$ cat config.mk
export PLATFORM = sky130hd
export DESIGN_NAME = fall_scheduler
export DESIGN_NICKNAME = d
export VERILOG_FILES = /design/src/rtl/fall_pkg.sv /design/src/rtl/fall_cursor.sv /design/src/rtl/fall_scheduler.sv
export SDC_FILE = /design/constraint.sdc
export NUM_CORES = 1
export LEC_CHECK = 0
export ABC_AREA = 0
export ABC_CLOCK_PERIOD_IN_PS = 4100
export BUFFER_PORTS_ARGS = -buffer_cell sky130_fd_sc_hd__buf_2
export CAP_MARGIN = 30
export CORE_UTILIZATION = 24
export CTS_CLUSTER_SIZE = 14
export DETAILED_ROUTE_END_ITERATION = 8
export PLACE_DENSITY = 0.51
export SKIP_CTS_REPAIR_TIMING = 1
export SLEW_MARGIN = 10
export SYNTH_ARGS = -nofsm -noshare
export SYNTH_HDL_FRONTEND = slang
export SYNTH_SLANG_ARGS = --single-unit
$ cat constraint.sdc
create_clock -name clk -period 4.1 [get_ports clk]
set_clock_uncertainty 0.2 [all_clocks]
set_input_delay 0.41 -clock clk [delete_from_list [all_inputs] [get_ports clk]]
set_output_delay 0.41 -clock clk [all_outputs]
set_load 0.01 [all_outputs]
$ cat src/rtl/fall_pkg.sv
// fall_pkg: shared geometry, widths and sweep states for the fall scheduler
package fall_pkg;
    localparam int COLS   = 70;
    localparam int ROWS   = 29;
    localparam int CELLS  = COLS * ROWS;
    localparam int ADDR_W = 11;
    localparam int DATA_W = 8;
    localparam int CNT_W  = 16;
    localparam int ROW_W  = $clog2(ROWS);
    localparam int COL_W  = $clog2(COLS);
    typedef enum logic [2:0] {IDLE, RD, CHK, MV, CL, SRV} state_t;
endpackage

$ cat src/rtl/fall_cursor.sv
// fall_cursor: walks cell addresses from the last cell down to 0 while tracking row and column
module fall_cursor
    import fall_pkg::*;
(
    input  logic              clk,
    input  logic              rst,
    input  logic              load,
    input  logic              dec,
    output logic [ADDR_W-1:0] p,
    output logic              is_last_row,
    output logic              is_zero
);
    logic [ROW_W-1:0] row;
    logic [COL_W-1:0] col;
    // row/col follow p by wrapping the column instead of dividing the address
    always_ff @(posedge clk) begin
        if (rst) begin
            p   <= '0;
            row <= '0;
            col <= '0;
        end else if (load) begin
            p   <= ADDR_W'(CELLS - 1);
            row <= ROW_W'(ROWS - 1);
            col <= COL_W'(COLS - 1);
        end else if (dec) begin
            p   <= p - 1'b1;
            col <= (col == '0) ? COL_W'(COLS - 1) : col - 1'b1;
            row <= (col == '0) ? row - 1'b1 : row;
        end
    end
    assign is_last_row = row == ROW_W'(ROWS - 1);
    assign is_zero     = p == '0;
endmodule

$ cat src/rtl/fall_scheduler.sv
// fall_scheduler: shares one RAM port between the bottom-up fall sweep, clear and spawn writes
module fall_scheduler
    import fall_pkg::*;
(
    input  logic              clk,
    input  logic              rst,
    input  logic              tick,
    input  logic              spawn_req,
    input  logic [COL_W-1:0]  spawn_col,
    input  logic [DATA_W-1:0] spawn_char,
    output logic              spawn_ack,
    input  logic              clr_req,
    input  logic [ADDR_W-1:0] clr_addr,
    output logic              clr_ack,
    output logic [ADDR_W-1:0] ram_addr,
    output logic [DATA_W-1:0] ram_wdata,
    output logic              ram_we,
    input  logic [DATA_W-1:0] ram_rdata,
    output logic              busy,
    output logic [CNT_W-1:0]  miss_cnt,
    output logic              miss_pulse,
    output logic              overrun
);
    state_t            state;
    logic              tick_pending;
    logic [ADDR_W-1:0] p;
    logic              is_last_row;
    logic              is_zero;
    logic              cell_done;
    logic              advance;
    logic              start;
    logic              take_clr;

    fall_cursor u_cursor (
        .clk         (clk),
        .rst         (rst),
        .load        (start),
        .dec         (advance),
        .p           (p),
        .is_last_row (is_last_row),
        .is_zero     (is_zero)
    );

    // a cell ends after an empty read or after its source is cleared; clears win every boundary
    always_comb begin
        cell_done = (state == CHK && ram_rdata == '0) || state == CL;
        advance   = cell_done && !is_zero;
        start     = state == IDLE && !clr_req && !spawn_req && (tick || tick_pending);
        take_clr  = clr_req && (state == IDLE || advance);
    end

    // sweep/arbitration FSM; every bus signal is registered so it is valid for the whole state
    always_ff @(posedge clk) begin
        if (rst) begin
            state        <= IDLE;
            busy         <= 1'b0;
            ram_we       <= 1'b0;
            ram_addr     <= '0;
            ram_wdata    <= '0;
            spawn_ack    <= 1'b0;
            clr_ack      <= 1'b0;
            miss_cnt     <= '0;
            miss_pulse   <= 1'b0;
            overrun      <= 1'b0;
            tick_pending <= 1'b0;
        end else begin
            clr_ack      <= 1'b0;
            spawn_ack    <= 1'b0;
            miss_pulse   <= 1'b0;
            overrun      <= overrun | (tick & busy);
            tick_pending <= start ? 1'b0 : tick_pending | tick;
            case (state)
                IDLE: begin
                    if (spawn_req && !clr_req) begin
                        state     <= SRV;
                        ram_addr  <= ADDR_W'(spawn_col);
                        ram_wdata <= spawn_char;
                        ram_we    <= spawn_col < COL_W'(COLS);
                        spawn_ack <= 1'b1;
                    end else if (start) begin
                        state    <= RD;
                        busy     <= 1'b1;
                        ram_addr <= ADDR_W'(CELLS - 1);
                    end
                end
                RD: state <= CHK;
                CHK: begin
                    if (ram_rdata != '0) begin
                        state      <= is_last_row ? CL : MV;
                        ram_addr   <= is_last_row ? p : p + ADDR_W'(COLS);
                        ram_wdata  <= is_last_row ? '0 : ram_rdata;
                        ram_we     <= 1'b1;
                        miss_pulse <= is_last_row;
                        if (is_last_row && !(&miss_cnt))
                            miss_cnt <= miss_cnt + 1'b1;
                    end
                end
                MV: begin
                    state     <= CL;
                    ram_addr  <= p;
                    ram_wdata <= '0;
                end
                SRV: begin
                    state    <= busy ? RD : IDLE;
                    ram_addr <= p;
                    ram_we   <= 1'b0;
                end
                default: state <= IDLE;
            endcase
            if (cell_done) begin
                state    <= is_zero ? IDLE : RD;
                busy     <= !is_zero;
                ram_we   <= 1'b0;
                ram_addr <= p - 1'b1;
            end
            if (take_clr) begin
                state     <= SRV;
                ram_addr  <= clr_addr;
                ram_wdata <= '0;
                ram_we    <= clr_addr < ADDR_W'(CELLS);
                clr_ack   <= 1'b1;
            end
        end
    end
endmodule

* Word level (Yosys, flattened, before mapping)
Index checks and enable logic that the tools add are counted.
** Storage, ports and cells
- Bits in registers :: 68
- Input port bits :: 39
** Cells by class
- Reduce and logical (&&, ||, !) cells :: 42
- Muxes and demuxes :: 39
- Equality and inequality tests :: 14
- Magnitude comparators :: 2
- Bitwise logic cells :: 6
- Add/sub/neg operators :: 5
** Operator list (number)
- two-way mux 11 bit :: 8
- case mux 11 bit (3 select lines) :: 1
- two-way mux 8 bit :: 3
- case mux 8 bit (3 select lines) :: 1
- two-way mux 7 bit :: 3
- two-way mux 3 bit :: 6
- adder 16 x 1 -> 16 bit (second input constant) :: 1
- AND reduction 16 bit :: 1
- two-way mux 5 bit :: 3
- case mux 3 bit (5 select lines) :: 1
- AND reduction 3 bit :: 5
- two-way mux 1 bit :: 12
- inequality test 4 x 3 -> 1 bit (second input constant) :: 3
- adder 11 x 7 -> 11 bit (second input constant) :: 1
- zero test 11 bit :: 1
- < comparator 11 bit (second input constant) :: 1
- subtractor 11 x 1 -> 11 bit (second input constant) :: 1
- nonzero test 5 bit :: 2
- logical AND 1 bit :: 8
- zero test 8 bit :: 1
- AND reduction 2 bit :: 4
- nonzero test 2 bit :: 4
- nonzero test 8 bit :: 1
- OR reduction 2 bit :: 4
- other kinds (21) :: 32

* Longest topological paths before layout
Gate-level depths: netlist of the first run.
- Depth in word-level cells :: 9
- Depth in mapped cells :: 10
- Depth with buffers taken out :: 8

* Modules after synthesis
From an unflattened synthesis of the first run, not the netlist that was laid out.
** Second synthesis, totals
- Cell total of the unflattened synthesis :: 511
- Area total of the unflattened synthesis :: 4136.5 um2
** Modules (own cells, without submodules)
- fall_scheduler :: times used 1, cells an instance 371, sequential area each 900.9 um2, area each 2936.6 um2
- fall_cursor :: times used 1, cells an instance 140, sequential area each 460.4 um2, area each 1199.9 um2

* Least setup slack after synthesis of the first run
OpenSTA, ideal clock, no wires.
- Kind :: reg-to-reg
- Start point :: register u_cursor.p[1]
- End point :: register ram_addr[8]
- Buffers on the path :: 1
- Setup slack :: 1.558 ns
- Library setup time :: 0.122 ns
- Data arrival time :: 2.219 ns
- Required time :: 3.778 ns
- Stages on the path, launching flop included :: 10
- Cell sequence :: dfxtp_1 > inv_1 > ha_1 > or4b_1 > buf_2 > or4_4 > and3_2 > o32a_1 > o21ai_0 > o21ai_1
** Between the ends
- Cells in the longest elaborated chain, start to end :: 7
- Elaborated cells on any way between the ends :: 16
- Classes of those cells :: add/sub (2); eq/ne (2); mux (5); reduce/logical (7)
** RTL lines
- start: declaration :: RTL line fall_cursor.sv:9 : output logic [ADDR_W-1:0] p,
- start signal: assignment :: RTL line fall_cursor.sv:22 : p <= ADDR_W'(CELLS - 1);
- start signal: assignment :: RTL line fall_cursor.sv:26 : p <= p - 1'b1;
- parallel branches: the longest is 7 deep, another holds adder 11 x 7 -> 11 bit
- end signal: assignment :: RTL line fall_scheduler.sv:76 : ram_addr <= ADDR_W'(spawn_col);
- end signal: assignment :: RTL line fall_scheduler.sv:83 : ram_addr <= ADDR_W'(CELLS - 1);
- end signal: assignment :: RTL line fall_scheduler.sv:90 : ram_addr <= is_last_row ? p : p + ADDR_W'(COLS);
- end: declaration :: RTL line fall_scheduler.sv:15 : output logic [ADDR_W-1:0] ram_addr,
Parallel ways; which one is timed is not known. The select of a mux whose other input is x is not followed.
A chain may end at the register's enable or synchronous reset.

* Final worst setup path of the first run
- Start point :: register state[1]
- End point :: register ram_addr[2]
** Between the ends
- Cells in the longest elaborated chain, start to end :: 8
- Elaborated cells on any way between the ends :: 21
- Classes of those cells :: eq/ne (6); mux (3); reduce/logical (12)
** RTL lines
- start: declaration :: RTL line fall_scheduler.sv:24 : state_t state;
- start signal: assignment :: RTL line fall_scheduler.sv:89 : state <= is_last_row ? CL : MV;
- start signal: assignment :: RTL line fall_scheduler.sv:104 : state <= busy ? RD : IDLE;
- start signal: assignment :: RTL line fall_scheduler.sv:111 : state <= is_zero ? IDLE : RD;
- == test 3 x 2 -> 1 bit :: RTL line fall_scheduler.sv:46, fall_scheduler.sv:72
- logical AND 1 bit :: RTL line fall_scheduler.sv:46 : cell_done = (state == CHK && ram_rdata == '0) || state == CL;
- logical OR 1 bit :: RTL line fall_scheduler.sv:46
- logical AND 1 bit :: RTL line fall_scheduler.sv:47 : advance = cell_done && !is_zero;
- logical OR 1 bit :: RTL line fall_scheduler.sv:49 : take_clr = clr_req && (state == IDLE || advance);
- logical AND 1 bit :: RTL line fall_scheduler.sv:49
- inequality test 5 x 4 -> 1 bit (no source line), or another cell as far along
- AND reduction 3 bit (no source line)
Several ways; a longest one is shown, not always the timed one.

==> flow_metrics.py, run 1 <==
metrics = {
    "setup_path": {
        "slowest_delay_ps": 750,
        "timing.rr.end": "ram_addr[2]",
        "worstPathCellList": "nor3b_1 > buf_4 > a32o_1 > nand2b_1 > o311ai_0 > o21ai_0",
        "critPathTopFamily": "compound AO/OA/AOI/OAI gates",
        "worst_setup_path_start_kind": "flop",
        "critical_path_depth": 6,
        "cp.arrival_ps": 3240,
        "path_max_fanout": 23,
        "worstSetupStartpoint": "state[1]",
        "rr_worst_depth": 6,
        "crit_end": "ram_addr[2]",
        "worst-r2r-setup-slack_ps": 860,
        "cp_num_buf_inv": 1,
        "r2r-start": "state[1]",
        "critical_path_required_ps": 4100,
        "critPathKind": "flop to flop",
        "crit_slowest_cell": "dfxtp_1",
        "worstSetupEndpointType": "flop",
    },
    "synthesis": {
        "synth.avg_cell_area_um2": 8.11,
        "synthArstFlopShare_pct": 0,
        "synthCells": 478,
        "synth_xor_area_share_pct": 5.87,
        "synth_compound_area_share_pct": 26.6,
        "synth_area_um2": 3880,
        "yosysWarnings": 0,
        "syn_nets": 524,
        "yosys.area_share.simple_pct": 24.9,
        "synth_mux_area_share_pct": 0.807,
        "ys_seq_area_share_pct": 35.1,
        "synth_top_flop_cell": "dfxtp_1",
        "synth_cell_types": 70,
        "synthAdderAreaFrac_pct": 2.26,
        "synth-edff-count": 0,
        "synth-seq-cells": 68,
        "synth_top_family_by_area": "compound AO/OA/AOI/OAI gates",
    },
    "pwr": {
        "total_power_mw": 3.55,
        "vdd_ir_drop_max_uv": 234,
        "power.leakage_nw": 1.84,
        "pwr-share-seq_pct": 30.4,
        "p_sw_share_pct": 42.4,
        "switching_power_mw": 1.51,
        "power.density_nw_per_um2": 739,
        "clkPwrFrac_pct": 24.0,
        "p_int_mw": 2.05,
        "pwr-share-comb_pct": 45.6,
    },
    "timing": {
        "setup_tns_ps": 0,
        "max_freq_mhz": 309,
        "period_share_pct": 79.0,
        "relSlewSlack_pct": 45.0,
        "setup_violations": 0,
        "timing.final.hold_violations": 0,
        "report.final.slew_viol_count": 0,
        "worst_hold_slack_ps": 124,
        "grt_setup_unrepaired": "false",
        "tightest_slew_ps": 823,
        "fin_crit_ps": 3240,
    },
    "finish": {
        "layout_common_cells": "buf_2, dfxtp_1, nor2_1",
        "drive_gt1_share_pct": 22.1,
        "fin_util_pct": 30.4,
        "antennaDiodeCount": 0,
        "syn_to_final_growth_pct": 24.0,
        "final_common_cell": "buf_2",
        "final_cells": 767,
        "layout.nets": 592,
    },
    "die": {
        "row_count": 46,
        "initial_core_util_pct": 24.5,
        "core_area_um2": 15800,
        "pin_count": 80,
        "die_width_um": 129,
        "dieHeight_um": 129,
        "design.die.area_um2": 16700,
    },
    "routing": {
        "via_per_inst": 5.06,
        "drt_iter0_drc": 260,
        "drt_pass1_iterations": 5,
        "routedWlPerCell_um": 16.1,
        "drc_errors": 0,
        "routed_wl_um": 12400,
        "via_count": 3878,
        "detail-route-antenna-nets": 0,
    },
    "clocking": {
        "htreeDepth": 3,
        "clk_latency_ps": 340,
        "cts_tree": "yes",
        "cts_buffer_depth": 2,
        "numCtsBuffers": 9,
        "cts_root_buf": "clkbuf_16",
        "clkSlewWorstSetupHoldPaths_ps": 60,
        "cts_sinks": 68,
    },
    "global_route": {
        "grt_pass1_wl_um": 19300,
        "gr-total-overflow": 0,
        "track_usage_pct": 15.0,
        "antenna_found_initial": 1,
        "grt_pass1_vias": 3617,
        "grt_max_degree": 45,
    },
    "placement": {
        "numPortBuffers": 79,
        "dp.cells": 751,
        "gp_congestion": 0.838,
        "dp_hpwl_um": 9190,
    },
    "outcome": {
        "outcome": "completed",
    },
    "run": {
        "max_cap_viol_count": 0,
    },
    "worst_hold_path": {
        "hold_path_class": "input port to flop",
    },
}
[cell families after synthesis]
logic type | after synthesis
adder cells (fa/ha/maj) | 7
buffers and inverters | 42
multiplexers | 3
AO/OA/AOI/OAI | 154
XOR/XNOR | 26
AND/OR/NAND/NOR | 178
flip-flops | 68
[Yosys cell counts (4+ instances only)]
cell type  instances  area [um^2]
nor2_1            54          203
xnor2_1           15          131
a211oi_1          15          113
buf_2              6         30.0
o211ai_1           5         37.5
nand4_1            7         43.8
a32oi_1            8         70.1
a31oi_1            9         56.3
or3_1             11         68.8
ha_1               7         87.6
o21ai_0           38          190
nor3_1            14         70.1
a21boi_0           4         30.0
nor4_1             4         25.0
nand3_1           12         60.1
and4_1             5         43.8
dfxtp_1           68         1360
a21oi_1           29          145
nand2b_1           6         37.5
xor2_1            11         96.3
nand2_1           30          113
nor2b_1            5         31.3
inv_1             11         41.3
a22oi_1           10         75.1
clkbuf_1          21         78.8
[layout make-up]
cell class	count	area [um^2]
clock buffers	9	225
multi-input cells	368	2350
inverters	11	41.3
fillers	1701	11000
well taps	216	270
flip-flops and latches	68	1360
clock inverters	7	97.6
repair buffers	88	463
[routing by layer]
layer | up-vias | wire, um | track usage (%)
met2 | 124 | 5570 | 23.8
met5 | - | 0 | 0
met1 | 1801 | 5760 | 19.8
met3 | 22 | 770 | 3.43
met4 | 0 | 280 | 5.81
li1 | 1931 | - | -
[worst min path at each step]
stage | slack (ps) | to | depth (start not counted) | from
final | 120 | ram_addr[10] | 3 | clr_addr[10]
after global routing | 130 | ram_addr[9] | 3 | clr_addr[9]
after CTS | 120 | ram_addr[10] | 3 | clr_addr[10]
after detailed placement | 250 | overrun | 2 | overrun
after global placement | 250 | overrun | 2 | overrun
after floorplan | 280 | u_cursor.col[1] | 2 | u_cursor.col[1]
[sequential cells by signal (all words and copies together) (netlist names)]
signal and cells:
ram_we 1, busy 1, spawn_ack 1, ram_addr 11
clr_ack 1, miss_cnt 16, u_cursor.col 7, ram_wdata 8
overrun 1, u_cursor.p 11, tick_pending 1, u_cursor.row 5
miss_pulse 1, state 3
[worst register-to-register path, cell delays in order, from the launching register on]
cell and delay, ps:
dfxtp_1 750, nor3b_1 330, buf_4 230, a32o_1 450, nand2b_1 360, o311ai_0 640, o21ai_0 140
[power groups by stage]
stage	sequential, mW	clock [mW]	combinational [mW]
2_1_floorplan	1.01	0	1.20
3_3_place_gp	1.08	0	1.60
3_5_place_dp	1.09	0	1.62
4_1_cts	1.08	0.881	1.62
5_1_grt	1.11	0.904	1.81
6_report	1.08	0.853	1.62
[per-stage QoR]
stage          setup WS (ps)  instance area [um^2]
2_1_floorplan           1560                  3880
3_3_place_gp             941                  4480
3_5_place_dp             871                  4480
4_1_cts                  853                  4810
5_1_grt                  555                  4810
6_report                 860                  4810
Note: power is estimated with default switching activity, not from simulation.
==> run 2, diff against run 1 <==
ABC_CLOCK_PERIOD_IN_PS = 3150   (was 4100)
clock period = 3.15 ns   (was 4.1 ns; I/O delays follow)
==> run 2 against run 1 <==
Against the previous run:
- clock-buffer cell count rose by 2
- sequential power is 25% higher
- core utilization grew 0.48 points
- highest routed layer is now met5
- largest cell class unchanged
- fmax grew 10%
- sequential share of layout area decreased by 0.44 points
- largest power group unchanged
==> flow_metrics.py, run 2 (synthesis gave the netlist of run 1 again) <==
metrics = {
    "die": {
        "pin_count": 80,
        "dieHeight_um": 129,
        "initial_core_util_pct": 24.5,
        "die_width_um": 129,
        "core_area_um2": 15800,
        "design.die.area_um2": 16700,
        "row_count": 46,
    },
    "setup_path": {
        "worst_setup_path_start_kind": "flop",
        "slowest_delay_ps": 620,
        "crit_slowest_cell": "or4b_1",
        "rr_worst_depth": 8,
        "path_max_fanout": 10,
        "critical_path_required_ps": 3210,
        "r2r-start": "u_cursor.p[1]",
        "timing.rr.end": "ram_addr[2]",
        "worst-r2r-setup-slack_ps": 220,
        "critPathKind": "flop to flop",
        "worstPathCellList": "inv_1 > ha_1 > or4b_1 > nor4_4 > buf_4 > nand2b_1 > o311ai_0 > o21ai_0",
        "worstSetupStartpoint": "u_cursor.p[1]",
        "cp.arrival_ps": 3000,
        "worstSetupEndpointType": "flop",
    },
    "clocking": {
        "clk_latency_ps": 340,
        "cts_root_buf": "clkbuf_16",
        "cts_tree": "yes",
        "clkSlewWorstSetupHoldPaths_ps": 60,
        "cts_buffer_depth": 2,
        "numCtsBuffers": 9,
        "cts_sinks": 68,
        "htreeDepth": 3,
    },
    "pwr": {
        "total_power_mw": 4.66,
        "power.density_nw_per_um2": 954,
        "vdd_ir_drop_max_uv": 284,
        "power.leakage_nw": 1.90,
    },
    "finish": {
        "reg.largest.list": "miss_cnt: 16 flops, ram_addr: 11 flops, u_cursor.p: 11 flops",
        "final_common_cell": "buf_2",
        "layout.nets": 607,
        "layout_common_cells": "buf_2, dfxtp_1, nor2_1",
        "drive_gt1_share_pct": 24.2,
        "registers.top_by_ff_count": "miss_cnt",
        "fin_util_pct": 30.9,
        "stdcell_area_um2": 4880,
        "largest_reg_flops": 16,
        "syn_to_final_growth_pct": 26.0,
        "final_cells": 782,
        "antennaDiodeCount": 0,
    },
    "timing": {
        "setup_slack_ps": 215,
        "period_share_pct": 93.2,
        "setup_tns_ps": 0,
        "relSlewSlack_pct": 42.3,
        "fin_crit_ps": 2930,
        "max_freq_mhz": 341,
        "report.final.slew_viol_count": 0,
        "setup_violations": 0,
        "worst_hold_slack_ps": 20.8,
        "grt_setup_unrepaired": "false",
        "timing.final.hold_violations": 0,
        "tightest_slew_ps": 864,
    },
    "routing": {
        "drc_errors": 0,
        "detail-route-antenna-nets": 0,
        "via_count": 4042,
        "drt_iter0_drc": 327,
        "routedWlPerCell_um": 16.2,
        "via_per_inst": 5.17,
        "routed_wl_um": 12700,
        "drt_pass1_iterations": 5,
    },
    "global_route": {
        "grt_max_degree": 45,
        "antenna_found_initial": 1,
        "grt_pass1_wl_um": 19900,
        "track_usage_pct": 15.4,
        "gr-total-overflow": 0,
        "grt_pass1_vias": 3685,
    },
    "worst_hold_path": {
        "worstHoldStart": "clr_addr[10]",
        "hold_path_class": "input port to flop",
        "holdPathStages": 3,
        "min_to": "ram_addr[10]",
    },
    "placement": {
        "numPortBuffers": 79,
        "gp_congestion": 0.846,
        "place_area_um2": 4580,
        "post-place-ws_ps": 260,
        "dp.cells": 764,
        "dp_hpwl_um": 9460,
    },
    "outcome": {
        "outcome": "completed",
    },
    "run": {
        "max_cap_viol_count": 0,
    },
}
[run 2: per-layer routing]
metal | track usage (%) | vias up | share of wire, %
met2 | 23.6 | 135 | 44
li1 | - | 1966 | -
met4 | 6.23 | 2 | 2.9
met5 | 0 | - | 0.10
met3 | 3.76 | 24 | 5.8
met1 | 20.8 | 1915 | 47
[run 2: how the worst max path moves through the flow]
stage	to	slack (ps)
2_1_floorplan	ram_addr[8]	610
3_3_place_gp	ram_wdata[3]	220
3_5_place_dp	ram_addr[1]	260
4_1_cts	ram_addr[1]	230
5_1_grt	ram_addr[2]	100
6_report	ram_addr[2]	220
[run 2: report_power, final]
part / total, mW / switching [mW] / internal [mW]
clock: 0.983 / 0.407 / 0.576
sequential: 1.35 / 0.247 / 1.11
combinational: 2.33 / 1.35 / 0.974
[run 2: area by class of cell]
cell class                      count  area [um^2]
Inverter                           11         41.3
Fill cell                        1680        10900
Sequential cell                    68         1360
Multi-Input combinational cell    368         2350
Clock inverter                      5         36.3
Tap cell                          216          270
Timing Repair Buffer              103          576
Clock buffer                       11          253
[run 2: critical path: cells and delay by family (launching register included)]
family | cells | cell delay, ps
and+or+nand+nor | 3 | 1260
AOI/OAI and AO/OA | 2 | 460
DFF | 1 | 350
buffers and inverters | 2 | 340
adders and majority gates | 1 | 250
==> run 3, diff against run 2 <==
CORE_UTILIZATION = 55   (was 24)
PLACE_DENSITY = 0.9   (was 0.51)
SETUP_SLACK_MARGIN = 0.3   (was not set)
==> run 3 against run 2 <==
Against the previous run:
- worst setup slack improved by 190 ps
- total power down 8.8%
- fmax increased by 6.8%
- sequential power about the same
- design area decreased by 5.8%
- critical path type unchanged
- critical path depth unchanged
- combinational power fell by 3%
- non-clock buffer count fell by 5
- routed wire length decreased by 13%
- clock power is 35% lower
==> flow_metrics.py, run 3 (synthesis gave the netlist of run 1 again) <==
metrics = {
    "setup_path": {
        "cp.arrival_ps": 2810,
        "critPathKind": "flop to flop",
        "worstSetupEndpointType": "flop",
        "critical_path_required_ps": 3210,
        "path_max_fanout": 7,
        "worst_setup_path_start_kind": "flop",
    },
    "die": {
        "design.die.area_um2": 7390,
        "pin_count": 80,
        "initial_core_util_pct": 57.1,
        "row_count": 30,
        "core_area_um2": 6790,
        "die_width_um": 86.0,
        "dieHeight_um": 86.0,
    },
    "placement": {
        "dp_hpwl_um": 8120,
        "numPortBuffers": 79,
        "post-place-ws_ps": 221,
        "gp_congestion": 0.947,
    },
    "finish": {
        "fin_util_pct": 67.7,
        "reg.largest.list": "miss_cnt: 16 flops, ram_addr: 11 flops, u_cursor.p: 11 flops",
        "syn_to_final_growth_pct": 18.7,
        "fillCellCount": 547,
        "final_common_cell": "buf_2",
        "largest_reg_flops": 16,
        "layout.nets": 602,
        "drive_gt1_share_pct": 24.4,
        "registers.top_by_ff_count": "miss_cnt",
        "layout_common_cells": "buf_2, dfxtp_1, nor2_1",
        "antennaDiodeCount": 0,
    },
    "timing": {
        "setup_slack_ps": 402,
        "timing.final.hold_violations": 0,
        "setup_violations": 0,
        "relSlewSlack_pct": 55.7,
        "report.final.slew_viol_count": 0,
        "fin_crit_ps": 2750,
        "setup_tns_ps": 0,
        "tightest_slew_ps": 659,
        "grt_setup_unrepaired": "true",
        "max_freq_mhz": 364,
        "period_share_pct": 87.2,
    },
    "global_route": {
        "track_usage_pct": 30.5,
        "grt_pass1_vias": 3606,
        "grt_pass1_wl_um": 17800,
        "antenna_found_initial": 0,
        "grt_max_degree": 45,
        "gr-total-overflow": 0,
    },
    "clocking": {
        "cts_buffer_depth": 2,
        "clk_latency_ps": 350,
        "cts_tree": "yes",
        "htreeDepth": 3,
        "clkSlewWorstSetupHoldPaths_ps": 80,
        "cts_sinks": 68,
        "numCtsBuffers": 9,
        "cts_root_buf": "clkbuf_8",
    },
    "routing": {
        "via_per_inst": 6.18,
        "drt_iter0_drc": 488,
        "drc_errors": 0,
        "routedWlPerCell_um": 16.9,
        "detail-route-antenna-nets": 0,
        "drt_pass1_iterations": 6,
        "via_count": 4063,
        "routed_wl_um": 11100,
    },
    "pwr": {
        "power.leakage_nw": 1.83,
        "total_power_mw": 4.25,
        "power.density_nw_per_um2": 924,
        "vdd_ir_drop_max_uv": 609,
    },
    "worst_hold_path": {
        "hold_path_class": "input port to flop",
    },
    "run": {
        "max_cap_viol_count": 0,
    },
    "outcome": {
        "outcome": "completed",
    },
}
## run 3: changes by cell type in the layout (fill, tap and decap cells not counted), sizes merged
cell	before	now
clkinv	2	4
clkinvlp	3	2
clkbuf	11	9
buf	103	98
inv	11	12
## run 3: layout make-up
type | count | area (um^2) | area share [%]
multi-input combinational | 368 | 2360 | 51.4
clock inverter | 7 | 51.3 | 1.12
sequential | 68 | 1360 | 29.6
clock buffer | 9 | 124 | 2.69
timing repair buffer | 98 | 538 | 11.7
inverter | 11 | 41.3 | 0.897
tap | 96 | 120 | 2.61
## run 3: power breakdown
group / total (mW) / switching [mW] / internal (mW)
logic: 2.26 / 1.31 / 0.947
clock network: 0.643 / 0.355 / 0.288
registers: 1.35 / 0.243 / 1.10
## run 3: worst max-delay path: stages, from the launching register on
cell      delay [ps]
dfxtp_1          350
inv_1            140
ha_1             250
or4b_4           540
nor4_4           350
buf_4            180
nor4_2            50
or3_1            370
a211oi_1         230
## run 3: metrics by stage
stage | instance area [um^2] | cells | hold slack [ps]
6_report | 4600 | 657 | 24.9
5_1_grt | 4600 | 657 | 35.4
4_1_cts | 4560 | 654 | 19.5
3_5_place_dp | 4380 | 638 | 242
3_3_place_gp | 4380 | 638 | 240
2_1_floorplan | 3880 | 478 | 246
## run 3: path summary, 6_finish.rpt
path / start / end / slack [ps] / cells past startpoint
max reg2reg: u_cursor.p[1] / u_cursor.col[1] / 400 / 8
min: clr_addr[2] / ram_addr[2] / 20 / 3
min reg2reg: ram_addr[4] / ram_addr[4] / 260 / 2
max: u_cursor.p[1] / u_cursor.col[1] / 400 / 8
## run 3: per-layer routing
| layer | track usage [%] | part of all wire, % | up-vias |
|---|---|---|---|
| li1 | - | - | 1954 |
| met1 | 41.3 | 43 | 1882 |
| met2 | 48.6 | 47 | 199 |
| met3 | 6.45 | 7.8 | 28 |
| met4 | 9.70 | 2.1 | 0 |
| met5 | 0 | 0 | - |
